## src/rtl/pc_gen.sv

```systemverilog
// IF-stage fetch-address generator: holds the PC, runs the request/grant fetch
// handshake and applies branch redirects, exception flushes and alignment checks.
module pc_gen #(
  parameter int unsigned          ADDR_W     = 32,
  parameter logic [ADDR_W-1:0]    RESET_VEC  = '0,
  parameter int unsigned          INST_BYTES = 4,
  parameter int unsigned          STALL_W    = 6,
  parameter bit                   ALIGN_CHK  = 1'b1
) (
  input  logic               clk,
  input  logic               rst,
  input  logic [STALL_W-1:0] stall,
  input  logic               flush,
  input  logic [ADDR_W-1:0]  new_pc,
  input  logic               branch_flag,
  input  logic [ADDR_W-1:0]  branch_addr,
  input  logic               inst_gnt,
  output logic [ADDR_W-1:0]  pc,
  output logic               ce,
  output logic               inst_req,
  output logic               adel_o,
  output logic [1:0]         state,
  output logic               pend_vld
);

  typedef enum logic [1:0] {
    IDLE = 2'd0,
    RUN  = 2'd1,
    PEND = 2'd2
  } state_t;

  localparam logic [ADDR_W-1:0] ALIGN_MASK = ADDR_W'(INST_BYTES - 1);
  localparam logic [ADDR_W-1:0] STEP       = ADDR_W'(INST_BYTES);

  state_t            cur_state, nxt_state;
  logic [ADDR_W-1:0] pc_q, pc_nxt;
  logic [ADDR_W-1:0] pend_addr, pend_addr_nxt;
  logic              acc;

  always_ff @(posedge clk or posedge rst) begin
    if (rst) begin
      cur_state <= IDLE;
      pc_q      <= RESET_VEC;
      pend_addr <= '0;
    end else begin
      cur_state <= nxt_state;
      pc_q      <= pc_nxt;
      pend_addr <= pend_addr_nxt;
    end
  end

  // Priority: flush > accept-with-pending > accept-with-branch > accept > buffer branch.
  always_comb begin
    nxt_state     = cur_state;
    pc_nxt        = pc_q;
    pend_addr_nxt = pend_addr;
    case (cur_state)
      IDLE: nxt_state = RUN;
      default: begin
        if (flush) begin
          pc_nxt    = new_pc;
          nxt_state = RUN;
        end else if (acc && cur_state == PEND) begin
          pc_nxt = pend_addr;
          if (branch_flag) begin
            pend_addr_nxt = branch_addr;
            nxt_state     = PEND;
          end else begin
            nxt_state = RUN;
          end
        end else if (acc && branch_flag) begin
          pc_nxt = branch_addr;
        end else if (acc) begin
          pc_nxt = pc_q + STEP;
        end else if (branch_flag) begin
          pend_addr_nxt = branch_addr;
          nxt_state     = PEND;
        end
      end
    endcase
  end

  always_comb begin
    ce       = (cur_state != IDLE);
    adel_o   = ALIGN_CHK && ce && ((pc_q & ALIGN_MASK) != '0);
    inst_req = ce && !stall[0] && !flush && !adel_o;
    acc      = inst_req && inst_gnt;
    pc       = pc_q;
    state    = cur_state;
    pend_vld = (cur_state == PEND);
  end

endmodule

```

## config.mk

```make
export PLATFORM = sky130hd
export DESIGN_NAME = pc_gen
export DESIGN_NICKNAME = d
export VERILOG_FILES = /design/src/rtl/pc_gen.sv
export SDC_FILE = /design/constraint.sdc
export NUM_CORES = 1
export LEC_CHECK = 0
export ABC_AREA = 0
export ABC_CLOCK_PERIOD_IN_PS = 1800
export BUFFER_PORTS_ARGS = -buffer_cell sky130_fd_sc_hd__buf_2
export CAP_MARGIN = 15
export CORE_MARGIN = 5
export CORE_UTILIZATION = 40
export CTS_CLUSTER_SIZE = 16
export DETAILED_ROUTE_END_ITERATION = 16
export PLACE_DENSITY = 0.7
export SLEW_MARGIN = 30
export SYNTH_ARGS = -nofsm -noshare
export SYNTH_HDL_FRONTEND = slang
export SYNTH_SLANG_ARGS = --single-unit
```

## constraint.sdc

```tcl
create_clock -name clk -period 1.8 [get_ports clk]
set_input_delay 0.27 -clock clk [delete_from_list [all_inputs] [get_ports clk]]
set_output_delay 0.27 -clock clk [all_outputs]
set_load 0.005 [all_outputs]
```

==> summary.txt <==
Run status
  • Status: complete, but fails checks
  • Failing checks: setup timing

STA
  • Min Tclk post-route: about 2000 ps
  • Final Skew: 11.0 ps
  • Period utilization: 111%
  • Fin. Hold Viols: 0
  • Worst slew pin tran: roughly 600 ps
  • RSZ-0062 raised after global routing: yes
  • Slew Limit Fails: 0
  • Final WS setup: -193 ps
  • Final setup fails: 65
  • Relative slew margins: 59.9%
  • Peak Freq: ~500 MHz

Clock tree
  • Worst skew pair latency: 370 ps
  • Clock-pin slew on the worst setup and hold paths: 80 ps
  • CTS tree: built
  • Clk sink count: 66
  • Root Buffer: clkbuf_8
  • CTS H-tree depth: 3
  • Deepest clock path buffer count: 2
  • TritonCTS buffer count: 9

Worst setup path
  • Reg2Reg Depth: 8
  • WP data required: ~2100 ps
  • Setup crit end kind: register
  • Setup crit start kind: register
  • Crit-path max FO: 7
  • Cell depth of the worst setup path: 8
  • CP Class: reg2reg
  • Crit path from: pc[1]$_DFFE_PP0P_
  • Most frequent CP cell: buf_8
  • Slowest-stage cell, CP: or4b_4
  • Critical Path AT: between 2000 and 2500 ps
  • CP Buf/Inv Count: 3
  • RR Startpoint: pc[1]$_DFFE_PP0P_
  • Slowest cell delay on critical path: 550 ps
  • Cell Chain, Critical Path: or4b_4 > buf_8 > nor3_4 > buf_6 > buf_8 > a221o_1 > o21ai_0 > o21ai_1
  • Top Family by Delay on Critical Path: simple AND/OR/NAND/NOR gates

Floorplanning
  • # IOs: approximately 110
  • Die area: approximately 12000 sq um
  • Core region area: 10200 sq um
  • Die Height: ~110 um
  • Initial Util: between 40% and 50%
  • Die Width: around 110 um
  • Rows: 37

Yosys
  • Number of synthesized flops with an enable pin: 0
  • Top cells by area, synth: dfrtp_1 (40%), mux2_1 (8.7%), nor2_1 (3.3%), a21oi_1 (3.0%), a221oi_1 (2.3%)
  • Dominant cell type by area after synthesis: dfrtp_1
  • Post-Syn Nets: 510
  • Yosys warnings: 0
  • Ys flop type: dfrtp_1
  • Gate Count Post-Synth: roughly 430
  • Synth Register Bits: 66
  • Seq/Total Area, Yosys: between 30% and 40%
  • Share of Yosys cell area claimed by the top area cell type: roughly two fifths
  • Synth cell types: 70
  • Avg Cell Area, Syn: about 9.5 sq um
  • Async set or reset register ratio after synthesis: between 90% and 100%
  • Post-Syn Area: between 4000 and 5000 sq um

Place
  • PortBufs: 107
  • Dpl hpwl: between 10000 and 15000 um
  • Inst Count DP: 738
  • Routability Congestion: approximately 0.90

Routing
  • Vias per inst: between 6 and 7
  • TritonRoute pass-1 iters: 5
  • Detailed-route via count: 4785
  • Drt initial violations: around 450
  • # DRC: 0
  • Wire length per cell: approximately 21 um
  • Drt total wl: about 16000 um
  • Antenna-violating nets left: 0

Power and ir drop
  • Lkg Pwr: between 2 and 3 nW
  • Pwr Total: 5.23 mW
  • Maximum VDD drop: between 0.4 and 0.5 mV
  • Power per Cell Area: between 800 and 900 nW/um^2

Layout
  • Commonest non-fill, non-tap cell in the layout: buf_2
  • Final cell count without fillers: approximately 780
  • Total Nets Final: 720
  • Layout cell share with drive strength beyond 1: around half
  • Area growth from synthesis to layout: 55.2%
  • N_diodes: 0
  • Most frequent cells in the layout: buf_2 (108), buf_4 (90), dfrtp_1 (66)

Run
  • Max-Cap Viols: 0

GRT
  • Largest net degree at the start of global routing: 29
  • Initial antenna violation count: 0
  • Global Route Usage Sum: about a quarter
  • Vias in the first global route: slightly below 5000
  • Grt ovf: 0
  • Global-route wire length before repair: roughly 25000 um

Worst hold path
  • Hold Crit Depth: 2
  • HP Start: branch_addr[12]
  • Worst hold path class: in2reg
## cells in the mapped netlist (6+ instances only)
library cell / count
and3_1: 7
inv_1: 10
a31oi_1: 6
a221oi_1: 11
nor2_1: 36
o22ai_1: 9
xnor2_1: 6
a21oi_1: 25
mux2i_1: 6
o21ai_1: 8
o221ai_1: 8
a22oi_1: 7
mux2_1: 32
nand3_1: 17
nand2b_1: 9
o21ai_0: 16
clkbuf_1: 17
dfrtp_1: 66
nand2_1: 24
buf_2: 8
nand4_1: 12
nor3_1: 6
## final timing paths
| path | slack, ps | end |
|---|---|---|
| max | -190 | pc[24]$_DFFE_PP0P_ |
| min | 150 | pend_addr[12]$_DFFE_PP0P_ |
| max reg2reg | -190 | pc[24]$_DFFE_PP0P_ |
| min reg2reg | 510 | pend_addr[21]$_DFFE_PP0P_ |
| max in group asynchronous | 670 | pc[8]$_DFFE_PP0P_ |
| min in group asynchronous | 510 | pend_addr[13]$_DFFE_PP0P_ |
## per-layer routing
layer / wire length, um / track usage, %
met1: 6650 / 31.2
met2: 7710 / 39.2
met3: 1320 / 5.27
met4: 807 / 13.5
met5: 0 / 0
## final cells by class
class	instances	area, sq um
multi-input cells	326	2670
inverters	11	47.5
repair buffers	230	1710
fillers	815	3760
clock inverters	3	15.0
clock buffers	12	155
flip-flops and latches	66	1650
well taps	136	170
## sequential cells by signal (all words and copies together) (netlist names)
| register | flops |
|---|---|
| pc | 32 |
| state | 2 |
| pend_addr | 32 |
## stage by stage
step / util [%] / instance area [sq um] / setup WS, ps / TNS [ps] / hold WS [ps]
3_3_place_gp: 55.0 / 5610 / -183 / -7540 / 366
2_1_floorplan: - / 4330 / -215 / -4780 / 405
3_5_place_dp: 55.0 / 5610 / -229 / -9710 / 369
4_1_cts: 60.3 / 6140 / -154 / -5530 / 133
6_report: 63.0 / 6420 / -193 / -8450 / 146
5_1_grt: 63.0 / 6420 / -259 / -12330 / 147
## power by group
| group | internal [mW] | leakage, nW | total (mW) | switching, mW |
|---|---|---|---|---|
| combinational | 1.09 | 2.05 | 2.07 | 0.981 |
| clock | 0.561 | 0.0920 | 1.17 | 0.610 |
| sequential | 1.78 | 0.760 | 2.00 | 0.222 |
## worst reg2reg max path, cell delays in order (launching register included)
cell and delay [ps]:
dfrtp_1 380, or4b_4 550, buf_8 170, nor3_4 180, buf_6 160, buf_8 140, a221o_1 140, o21ai_0 80
o21ai_1 110
## kinds of logic after synthesis
kind of cell / Yosys count / synth area share (%)
compound gates: 140 / 24.5
simple gates: 137 / 18.0
flops: 66 / 39.9
buf+inv: 43 / 5.14
mux: 39 / 10.4
xor+xnor: 8 / 1.69
fa+ha+maj: 1 / 0.302
## repair_timing
item,in CTS,in global routing
endpoints found under the hold margin,22,0
resized for setup,37,37
gates cloned,6,2
setup buffers,10,13
endpoints found under the setup margin,66,66
pin swaps,6,17
hold buffers,1,0
No activity file was read; power rests on OpenSTA's default activity.
